[config.mk]
export PLATFORM = sky130hd
export DESIGN_NAME = axi_sram_rd_engine
export DESIGN_NICKNAME = d
export VERILOG_FILES = /design/src/rtl/axi_rd_pkg.sv /design/src/rtl/rd_skid_fifo.sv /design/src/rtl/axi_sram_rd_engine.sv
export SDC_FILE = /design/constraint.sdc
export NUM_CORES = 1
export LEC_CHECK = 0
export CAP_MARGIN = 25
export CORE_AREA = 5 5 130 132
export DETAILED_ROUTE_END_ITERATION = 7
export DIE_AREA = 0 0 135 137
export PLACE_DENSITY = 0.72
export SKIP_CTS_REPAIR_TIMING = 1
export SYNTH_ARGS = -nofsm -noshare
export SYNTH_HDL_FRONTEND = slang
export SYNTH_SLANG_ARGS = --single-unit
[constraint.sdc]
create_clock -name clk -period 6.2 [get_ports clk]
set_input_delay 0.62 -clock clk [delete_from_list [all_inputs] [get_ports clk]]
set_output_delay 0.62 -clock clk [all_outputs]
set_load 0.05 [all_outputs]
[src/rtl/axi_rd_pkg.sv]
// Shared types and constants for the AXI SRAM read engine.
// Beat bundle, burst encoding and response codes.
package axi_rd_pkg;

  localparam int IDS_W  = 8;
  localparam int DATA_W = 32;
  localparam int ADDR_W = 32;
  localparam int LEN_W  = 4;
  localparam int MEM_AW = 14;

  typedef enum logic [1:0] {
    FIXED = 2'b00,
    INCR  = 2'b01,
    WRAP  = 2'b10,
    RSVD  = 2'b11
  } burst_t;

  localparam logic [1:0] RESP_OKAY   = 2'b00;
  localparam logic [1:0] RESP_SLVERR = 2'b10;

  typedef struct packed {
    logic [IDS_W-1:0]  id;
    logic [DATA_W-1:0] data;
    logic [1:0]        resp;
    logic              last;
  } rbeat_t;

  // Wrap windows must be a power-of-two number of beats, 2..16
  function automatic logic wrap_ok(
    input logic [LEN_W-1:0] len
  );
    return (len != '0) &&
           ((len & (len + 1'b1)) == '0);
  endfunction

endpackage

[src/rtl/rd_skid_fifo.sv]
// Two-entry R-beat buffer absorbing RREADY stalls.
// Head is registered, so outputs hold while not popped.
module rd_skid_fifo
  import axi_rd_pkg::*;
(
  input  logic       clk,
  input  logic       rst,
  input  logic       push,
  input  rbeat_t     din,
  input  logic       pop,
  output rbeat_t     dout,
  output logic [1:0] count
);

  rbeat_t     ent [2];
  logic       wr_q;
  logic       rd_q;
  logic [1:0] cnt_q;
  logic       do_push;
  logic       do_pop;

  assign do_pop  = pop && (cnt_q != 2'd0);
  assign do_push = push &&
                   ((cnt_q != 2'd2) || do_pop);

  always_ff @(posedge clk or negedge rst) begin
    if (!rst) begin
      ent[0] <= '0;
      ent[1] <= '0;
      wr_q   <= 1'b0;
      rd_q   <= 1'b0;
      cnt_q  <= 2'd0;
    end else begin
      if (do_push) begin
        ent[wr_q] <= din;
        wr_q      <= ~wr_q;
      end
      if (do_pop) begin
        rd_q <= ~rd_q;
      end
      unique case ({do_push, do_pop})
        2'b10:   cnt_q <= cnt_q + 2'd1;
        2'b01:   cnt_q <= cnt_q - 2'd1;
        default: cnt_q <= cnt_q;
      endcase
    end
  end

  assign dout  = ent[rd_q];
  assign count = cnt_q;

endmodule

[src/rtl/axi_sram_rd_engine.sv]
// AXI read slave: one AR burst at a time, beats fetched
// from a 1-cycle SRAM and returned through a 2-entry buffer.
module axi_sram_rd_engine
  import axi_rd_pkg::*;
#(
  parameter int IDS_W  = 8,
  parameter int DATA_W = 32,
  parameter int ADDR_W = 32,
  parameter int LEN_W  = 4,
  parameter int MEM_AW = 14
) (
  input  logic              clk,
  input  logic              rst,
  input  logic [IDS_W-1:0]  ARID_S,
  input  logic [ADDR_W-1:0] ARADDR_S,
  input  logic [LEN_W-1:0]  ARLEN_S,
  input  logic [2:0]        ARSIZE_S,
  input  logic [1:0]        ARBURST_S,
  input  logic              ARVALID_S,
  output logic              ARREADY_S,
  output logic [IDS_W-1:0]  RID_S,
  output logic [DATA_W-1:0] RDATA_S,
  output logic [1:0]        RRESP_S,
  output logic              RLAST_S,
  output logic              RVALID_S,
  input  logic              RREADY_S,
  output logic              mem_cs,
  output logic [MEM_AW-1:0] mem_addr,
  input  logic [DATA_W-1:0] mem_rdata
);

  typedef enum logic {
    S_IDLE,
    S_BURST
  } state_t;

  state_t state_q;
  state_t state_d;

  logic [IDS_W-1:0]  id_q;
  logic [MEM_AW-1:0] addr_q;
  logic [MEM_AW-1:0] addr_nxt;
  logic [MEM_AW-1:0] addr_inc;
  logic [MEM_AW-1:0] wmask;
  logic [LEN_W-1:0]  len_q;
  logic [LEN_W-1:0]  cnt_q;
  burst_t            burst_q;

  logic             pipe_v_q;
  logic [IDS_W-1:0] pipe_id_q;
  logic             pipe_last_q;
  logic             pipe_rsvd_q;

  logic       arready;
  logic       issue;
  logic       credit;
  logic       is_last;
  logic       ar_hs;
  logic       pop;
  logic [2:0] occ;
  logic [1:0] fifo_cnt;
  rbeat_t     beat_in;
  rbeat_t     head;

  logic unused_bits;
  assign unused_bits = ^{ARSIZE_S,
                         ARADDR_S[ADDR_W-1:MEM_AW+2],
                         ARADDR_S[1:0]};

  assign ar_hs   = ARVALID_S && arready;
  assign pop     = RVALID_S && RREADY_S;
  assign is_last = (cnt_q == len_q);

  // Buffered plus in-flight beats, net of this cycle's pop
  assign occ    = {1'b0, fifo_cnt} + {2'b00, pipe_v_q};
  assign credit = occ < (3'd2 + {2'b00, pop});

  always_ff @(posedge clk or negedge rst) begin
    if (!rst) begin
      state_q <= S_IDLE;
    end else begin
      state_q <= state_d;
    end
  end

  always_comb begin
    state_d = state_q;
    unique case (state_q)
      S_IDLE:  if (ar_hs) state_d = S_BURST;
      S_BURST: if (issue && is_last) state_d = S_IDLE;
      default: state_d = S_IDLE;
    endcase
  end

  always_comb begin
    arready = 1'b0;
    issue   = 1'b0;
    unique case (state_q)
      S_IDLE:  arready = rst;
      S_BURST: issue   = credit;
      default: ;
    endcase
  end

  assign addr_inc = addr_q + 1'b1;
  assign wmask    = {{(MEM_AW-LEN_W){1'b0}}, len_q};

  always_comb begin
    addr_nxt = addr_inc;
    unique case (burst_q)
      FIXED: addr_nxt = addr_q;
      WRAP: begin
        if (wrap_ok(len_q))
          addr_nxt = (addr_q & ~wmask) |
                     (addr_inc & wmask);
      end
      default: addr_nxt = addr_inc;
    endcase
  end

  always_ff @(posedge clk or negedge rst) begin
    if (!rst) begin
      id_q    <= '0;
      addr_q  <= '0;
      len_q   <= '0;
      cnt_q   <= '0;
      burst_q <= INCR;
    end else if (ar_hs) begin
      id_q    <= ARID_S;
      addr_q  <= ARADDR_S[MEM_AW+1:2];
      len_q   <= ARLEN_S;
      cnt_q   <= '0;
      burst_q <= burst_t'(ARBURST_S);
    end else if (issue) begin
      addr_q <= addr_nxt;
      cnt_q  <= cnt_q + 1'b1;
    end
  end

  // Metadata travels alongside the SRAM read
  always_ff @(posedge clk or negedge rst) begin
    if (!rst) begin
      pipe_v_q    <= 1'b0;
      pipe_id_q   <= '0;
      pipe_last_q <= 1'b0;
      pipe_rsvd_q <= 1'b0;
    end else begin
      pipe_v_q <= issue;
      if (issue) begin
        pipe_id_q   <= id_q;
        pipe_last_q <= is_last;
        pipe_rsvd_q <= (burst_q == RSVD);
      end
    end
  end

  always_comb begin
    beat_in.id   = pipe_id_q;
    beat_in.data = pipe_rsvd_q ? '0 : mem_rdata;
    beat_in.resp = pipe_rsvd_q ? RESP_SLVERR
                               : RESP_OKAY;
    beat_in.last = pipe_last_q;
  end

  rd_skid_fifo u_fifo (
    .clk   (clk),
    .rst   (rst),
    .push  (pipe_v_q),
    .din   (beat_in),
    .pop   (pop),
    .dout  (head),
    .count (fifo_cnt)
  );

  assign ARREADY_S = arready;
  assign mem_cs    = issue && (burst_q != RSVD);
  assign mem_addr  = addr_q;
  assign RVALID_S  = (fifo_cnt != 2'd0);
  assign RID_S     = head.id;
  assign RDATA_S   = head.data;
  assign RRESP_S   = head.resp;
  assign RLAST_S   = head.last;

endmodule

==> results of run 1 <==
-- cell usage in the layout (no fill, tap or decap), drive strengths merged, types with 6 or more instances in the layout --
cell type / synthesis / final
nor2: 12 / 12
inv: 4 / 7
nand2b: 34 / 34
nand2: 156 / 156
o21ai: 73 / 73
clkinv: 0 / 6
buf: 18 / 8
clkdlybuf4s50: 0 / 121
nand3: 18 / 18
clkbuf: 18 / 18
dfrtp: 131 / 131
mux2: 62 / 62
xnor2: 12 / 12
-- through the flow --
| step | hold slack, ns | setup WS, ns | cells | cell area [sq um] |
|---|---|---|---|---|
| floorplan | 0.324 | 3.36 | 602 | 6150 |
| global route | 0.192 | 2.01 | 943 | 8180 |
| finish | 0.174 | 2.25 | 943 | 8180 |
| detailed placement | 0.462 | 2.54 | 909 | 7510 |
| global placement | 0.455 | 2.52 | 909 | 7510 |
| CTS | 0.172 | 2.21 | 941 | 8130 |
-- logic make-up (layout without fill, tap and decap cells) --
group	Yosys count	after routing
AND/OR/NAND/NOR	251	251
flip-flops	132	132
AO/OA/AOI/OAI	90	90
multiplexers	67	67
buffers and inverters	40	165
XOR/XNOR	16	16
adder cells (fa/ha/maj)	5	5
other	1	1
-- power by group --
| group | internal (mW) | switching [mW] | total [mW] |
|---|---|---|---|
| Sequential | 1.25 | 0.303 | 1.55 |
| Combinational | 1.00 | 1.60 | 2.60 |
| Clock | 0.647 | 0.381 | 1.03 |
-- routing by layer --
metal	vias to the layer above	wire length, um
met5	-	0
met4	0	170
met3	12	620
met2	105	7090
met1	2218	6070
li1	2251	-
-- critical path, delay by kind of cell, from the launching register on --
kind            cells  cell delay, ns
flops               1            0.47
buf+inv             1            0.84
fa+ha+maj           2            0.43
compound gates      1            0.28
simple gates        2            0.89
-- sequential cells by signal, summed over array words and instances, names as in the netlist, named ones only --
register	flops
u_fifo.ent	84
mem_addr	11
id_q	8
pipe_id_q	8
cnt_q	4
len_q	4
burst_q	2
u_fifo.count	2
pipe_last_q	1
pipe_rsvd_q	1
pipe_v_q	1
state_q	1
u_fifo.rd_q	1
u_fifo.wr_q	1
-- area by class of cell --
cell class / instances / area [sq um] / share of cell area
Timing Repair Buffer: 129 / 1320 / 0.161
Multi-Input combinational cell: 430 / 2660 / 0.325
Clock inverter: 14 / 176 / 0.0216
Tap cell: 216 / 270 / 0.0330
Sequential cell: 132 / 3310 / 0.404
Inverter: 4 / 15.0 / 0.00184
Clock buffer: 18 / 439 / 0.0537
-- path summary, 6_finish.rpt --
| check | startpoint | endpoint | depth (start not counted) |
|---|---|---|---|
| worst max-delay path | u_fifo.count[0] | mem_cs | 6 |
| worst min-delay path | rst | id_q[2] | 1 |
| worst max register to register | u_fifo.count[0] | cnt_q[0] | 7 |
| worst min register to register | u_fifo.ent[49] | u_fifo.ent[49] | 2 |
| max in group asynchronous | rst | pipe_id_q[0] | 2 |
| min in group clk | u_fifo.ent[49] | u_fifo.ent[49] | 2 |
-- cell usage after synthesis (2+ instances only) --
| cell | count |
|---|---|
| sky130_fd_sc_hd__mux2i_1 | 5 |
| sky130_fd_sc_hd__nor3_1 | 4 |
| sky130_fd_sc_hd__and2_1 | 5 |
| sky130_fd_sc_hd__nor4_1 | 3 |
| sky130_fd_sc_hd__o21ai_0 | 70 |
| sky130_fd_sc_hd__nand2_1 | 156 |
| sky130_fd_sc_hd__nand2b_1 | 34 |
| sky130_fd_sc_hd__nor2_1 | 12 |
| sky130_fd_sc_hd__buf_2 | 11 |
| sky130_fd_sc_hd__xor2_1 | 4 |
| sky130_fd_sc_hd__nor2b_1 | 2 |
| sky130_fd_sc_hd__a21oi_1 | 5 |
| sky130_fd_sc_hd__mux2_2 | 62 |
| sky130_fd_sc_hd__nand3_1 | 16 |
| sky130_fd_sc_hd__or2_2 | 3 |
| sky130_fd_sc_hd__clkbuf_1 | 18 |
| sky130_fd_sc_hd__xnor2_1 | 12 |
| sky130_fd_sc_hd__o2111ai_1 | 2 |
| sky130_fd_sc_hd__inv_1 | 4 |
| sky130_fd_sc_hd__nand3_2 | 2 |
| sky130_fd_sc_hd__nand4_1 | 4 |
| sky130_fd_sc_hd__buf_4 | 6 |
| sky130_fd_sc_hd__dfrtp_1 | 131 |
| sky130_fd_sc_hd__ha_1 | 5 |
==> results.toml, run 1 <==
[status]
status = "complete, no violations"

[cts]
clock_tree_from_tritoncts = "built"
clk_latency_ns = 0.41
clock-sinks = 132
clk_pin_slew_ns = 0.06
clock_tree.buffer_depth = 2
cts_inserted_buffers = 17
clock_tree.root_cell = "sky130_fd_sc_hd__clkbuf_16"
htree_levels = 4

[route]
vias_per_cell = 4.86
post_drt_wl_per_cell_um = 14.8
route.antenna.remaining_nets = 0
drt-initial-drc-count = 196
count_of_vias_placed_by_the_detailed_router = 4586
detail_route.drc_violations = 0
routed_wl_mm = 13.9
detail_route.first_pass.iterations = 4

[sta]
report.final.slew_viol_count = 0
tightest_slew_ns = 1.00
timing.final.setup_violations = 0
final.period_utilization = 0.637
hold_violations = 0
max_slew_margin = 0.329
timing.clock.skew_ns = 0.00794
timing_limited_maximum_frequency_mhz = 253
timing.setup.tns_ns = 0
setup_repair_after_global_routing_missed_its_margin = "false"
final_period_minus_worst_setup_slack_ns = 3.95

[cells_and_area]
finish.utilization = 0.524
proportion_of_layout_cells_with_a_drive_suffix_above_1 = 0.166
n_antenna_cell = 0
layout.filler_cells = 1385
nNetsFinal = 804
areaGrowthSynthToFinish_pct = 33.0

[grt]
grt_pass1_vias = 4742
busiest_layer = "met2"
use_met3 = 0.0412
global_route_wire_length_before_repair_mm = 23.4
grt_max_degree = 74
grt.overflow.total = 0
grt_antenna_before_repair = 0
grt_usage = 0.159
met2_usage = 0.272
use_met1 = 0.197

[worst_setup_path]
timing.reg2reg.setup_slack_ns = 3.61
worst_path_max_delay_cell = "sky130_fd_sc_hd__clkdlybuf4s50_1"
max_stage_delay_ns = 0.84
worstSetupStartpointType = "register"
crit_fanout = 16
path_cells = "ha_1 -> ha_1 -> nor2b_1 -> nand2_1 -> a21oi_1 -> clkdlybuf4s50_1"
worst_setup_path_end_kind = "primary output"
critPathKind = "reg2out"
timing.critical_path.required_ns = 5.58
critical-path-top-cell-by-count = "sky130_fd_sc_hd__ha_1"
worstPathArrival_ns = 3.33

[logic_synthesis]
synth-compound-area-share = 0.0838
yosys.area.top_type = "sky130_fd_sc_hd__dfrtp_1"
synth_top_family_by_area = "simple AND/OR/NAND/NOR gates"
synth_edf_count = 0
post_synth_and_or_nand_nor_area_fraction = 0.192
post_syn_area_sq_um = 6150
synth_adder_area_share = 0.0102
async_flop_share = 1.00
yosys_most_used_dff = "sky130_fd_sc_hd__dfrtp_1"
synthesis.yosys.warnings = 0
netlist_top_cells_area = "sky130_fd_sc_hd__dfrtp_1, sky130_fd_sc_hd__mux2_2, sky130_fd_sc_hd__nand2_1"
ys_seq_area_frac = 0.537
post_synth_num_cell_types = 50
synth.ff_latch_count = 132
average_size_of_a_mapped_cell_sq_um = 10.2
syn_nets = 692
share_of_synthesized_area_spent_on_multiplexers = 0.122
synth_largest_type_area_fraction = 0.533
synthCells = 602
post_synth_xor_area_fraction = 0.0228

[hold_path]
min-delay-path-class = "in2async"

[power_and_ir_drop]
total_power_mw = 5.18
vdd_ir_drop_max_uv = 255
power_density_nw_per_um2 = 633
leakagePower_nw = 3.65

[floorplan]
placeable_core_area_sq_um = 15600
die_h_um = 137
floorplan.rows = 46
initial_utilization = 0.394
die-area_sq_um = 18500
num_io_pins = 145
die_w_um = 135

[run]
drv.max_cap_violation_count = 0

[placed_design]
place_congestion = 0.745
dp_hpwl_mm = 9.42
port_buffers = 122
(Power assumes the default switching activity.)
==> inputs of run 2 (changes only) <==
==> constraint.sdc (replaced) <==
create_clock -name clk -period 4 [get_ports clk]
set_input_delay 0.4 -clock clk [delete_from_list [all_inputs] [get_ports clk]]
set_output_delay 0.4 -clock clk [all_outputs]
set_load 0.05 [all_outputs]
==> run 2 against run 1 <==
Against the previous run: clock skew is 0.0029 ns lower; die area stayed put; power is 55% higher; flip-flop and latch count stayed put; combinational power is 54% higher; global-route usage hardly changed; worst hold slack better by 0.29 ns; critical path type unchanged; critical endpoint unchanged; highest routed layer unchanged.
==> results.toml, run 2 (synthesized netlist as in run 1, its figures left out) <==
[floorplan]
die-area_sq_um = 18500
floorplan.rows = 46
die_h_um = 137
die_w_um = 135
num_io_pins = 145
initial_utilization = 0.394
placeable_core_area_sq_um = 15600

[hold_path]
worst_hold_path.endpoint = "pipe_id_q[1]"
min-delay-path-class = "reg2reg"
min-delay-start = "id_q[1]"
holdPathStages = 2

[worst_setup_path]
critPathKind = "reg2out"
worst-r2r-cell-count = 5
worst_setup_path_end_kind = "primary output"
crit_fanout = 16
max_stage_delay_ns = 0.83
worst_path_max_delay_cell = "sky130_fd_sc_hd__clkdlybuf4s50_1"
critical-path-top-cell-by-count = "sky130_fd_sc_hd__ha_1"
worstSetupStartpointType = "register"
timing.critical_path.required_ns = 3.60
path_cells = "ha_1 -> ha_1 -> o21ai_4 -> nand2_1 -> buf_4 -> a21oi_1 -> clkdlybuf4s50_1"
critPathTopFamily = "buffers and inverters"
worst_r2r_end = "u_fifo.ent[62]"
critical_path_buf_inv_count = 2
timing.reg2reg.setup_slack_ns = 1.71
worstPathArrival_ns = 2.82
worst_r2r_startpoint = "u_fifo.count[1]"

[route]
route.antenna.remaining_nets = 0
vias_per_cell = 4.81
routed_wl_mm = 13.9
post_drt_wl_per_cell_um = 14.7
detail_route.first_pass.iterations = 4
drt-initial-drc-count = 211
detail_route.drc_violations = 0
count_of_vias_placed_by_the_detailed_router = 4552

[cts]
clock-sinks = 132
clock_tree.buffer_depth = 2
clk_pin_slew_ns = 0.05
clock_tree.root_cell = "sky130_fd_sc_hd__clkbuf_16"
clk_latency_ns = 0.41
htree_levels = 4
clock_tree_from_tritoncts = "built"
cts_inserted_buffers = 17

[sta]
max_slew_margin = 0.376
hold_violations = 0
tightest_slew_ns = 0.934
timing.clock.skew_ns = 0.00508
timing.setup.tns_ns = 0
timing.final.setup_violations = 0
final_period_minus_worst_setup_slack_ns = 3.22
report.final.slew_viol_count = 0
timing_limited_maximum_frequency_mhz = 311
setup_repair_after_global_routing_missed_its_margin = "false"
final.period_utilization = 0.804

[grt]
global_route_wire_length_before_repair_mm = 23.5
grt.overflow.total = 0
grt_usage = 0.159
grt_antenna_before_repair = 0
grt_pass1_vias = 4757
grt_max_degree = 73

[cells_and_area]
finished_layout_cells = 946
proportion_of_layout_cells_with_a_drive_suffix_above_1 = 0.162
layout.cell_area.non_filler_sq_um = 8190
largest_reg_flops = 84
n_antenna_cell = 0
layout.cells.most_common = "sky130_fd_sc_hd__nand2_1"
largest_register = "u_fifo.ent"
commonest_cells_after_routing_fill_and_taps_aside = "sky130_fd_sc_hd__nand2_1, sky130_fd_sc_hd__dfrtp_1, sky130_fd_sc_hd__clkdlybuf4s50_1"
areaGrowthSynthToFinish_pct = 33.2
nNetsFinal = 807

[power_and_ir_drop]
vdd_ir_drop_max_uv = 455
power_switching_share = 0.432
share_clk_of_total_power = 0.202
seqPwrFrac = 0.299
netSwitchingPower_mw = 3.47
power_density_nw_per_um2 = 982
leakagePower_nw = 3.66
total_internal_power_mw = 4.57
power_frac_comb = 0.499

[placed_design]
port_buffers = 122
dp_hpwl_mm = 9.48
place_congestion = 0.751
placed_cell_area_sq_um = 7530
dpl.cell_count = 912

[status]
status = "complete, no violations"

[run]
drv.max_cap_violation_count = 0
[run 2: power groups by stage]
stage                     Sequential [mW]  Clock [mW]  Combinational (mW)
after floorplan                      2.45           0                2.78
after global placement               2.42           0                3.90
after detailed placement             2.47           0                3.99
after CTS                            2.45        1.66                4.01
after global routing                 2.49        1.71                4.34
final                                2.40        1.63                4.01
[run 2: area by class of cell]
type,count,area [sq um]
Fill cell,1422,7410
Sequential cell,132,3310
Multi-Input combinational cell,430,2660
Timing Repair Buffer,132,1320
Clock buffer,24,472
Tap cell,216,270
Clock inverter,8,149
Inverter,4,15.0
[run 2: tightest hold or removal path: cells and delay by family, from the launching register on]
family	cells	cell delay, ns
AND/OR/NAND/NOR	2	0.10
flip-flops	1	0.34
[run 2: worst max path at each step]
stage                          from      to  slack, ns  depth (start not counted)
finish              u_fifo.count[0]  mem_cs       0.78                          7
global route        u_fifo.count[0]  mem_cs       0.60                          7
CTS                 u_fifo.count[0]  mem_cs       0.74                          7
detailed placement         RREADY_S  mem_cs        1.0                          7
global placement           RREADY_S  mem_cs       0.98                          7
floorplan           u_fifo.count[0]  mem_cs       1.38                          6
[run 2: metrics by stage]
| stage | worst slack, ns | power, mW | hold WS (ns) | utilization |
|---|---|---|---|---|
| global route | 0.598 | 8.54 | 0.487 | 0.525 |
| CTS | 0.741 | 8.12 | -0.0278 | 0.523 |
| global placement | 0.984 | 6.32 | 0.403 | 0.483 |
| finish | 0.785 | 8.04 | 0.466 | 0.525 |
| floorplan | 1.38 | 5.24 | 0.104 | - |
| detailed placement | 0.998 | 6.46 | 0.417 | 0.483 |
[run 2: layer usage]
layer | vias to the layer above | GRT usage | part of all wire
met5 | - | 0 | 0
met3 | 15 | 0.0371 | 0.042
li1 | 2263 | - | -
met2 | 102 | 0.270 | 0.50
met1 | 2172 | 0.199 | 0.44
met4 | 0 | 0.0549 | 0.015
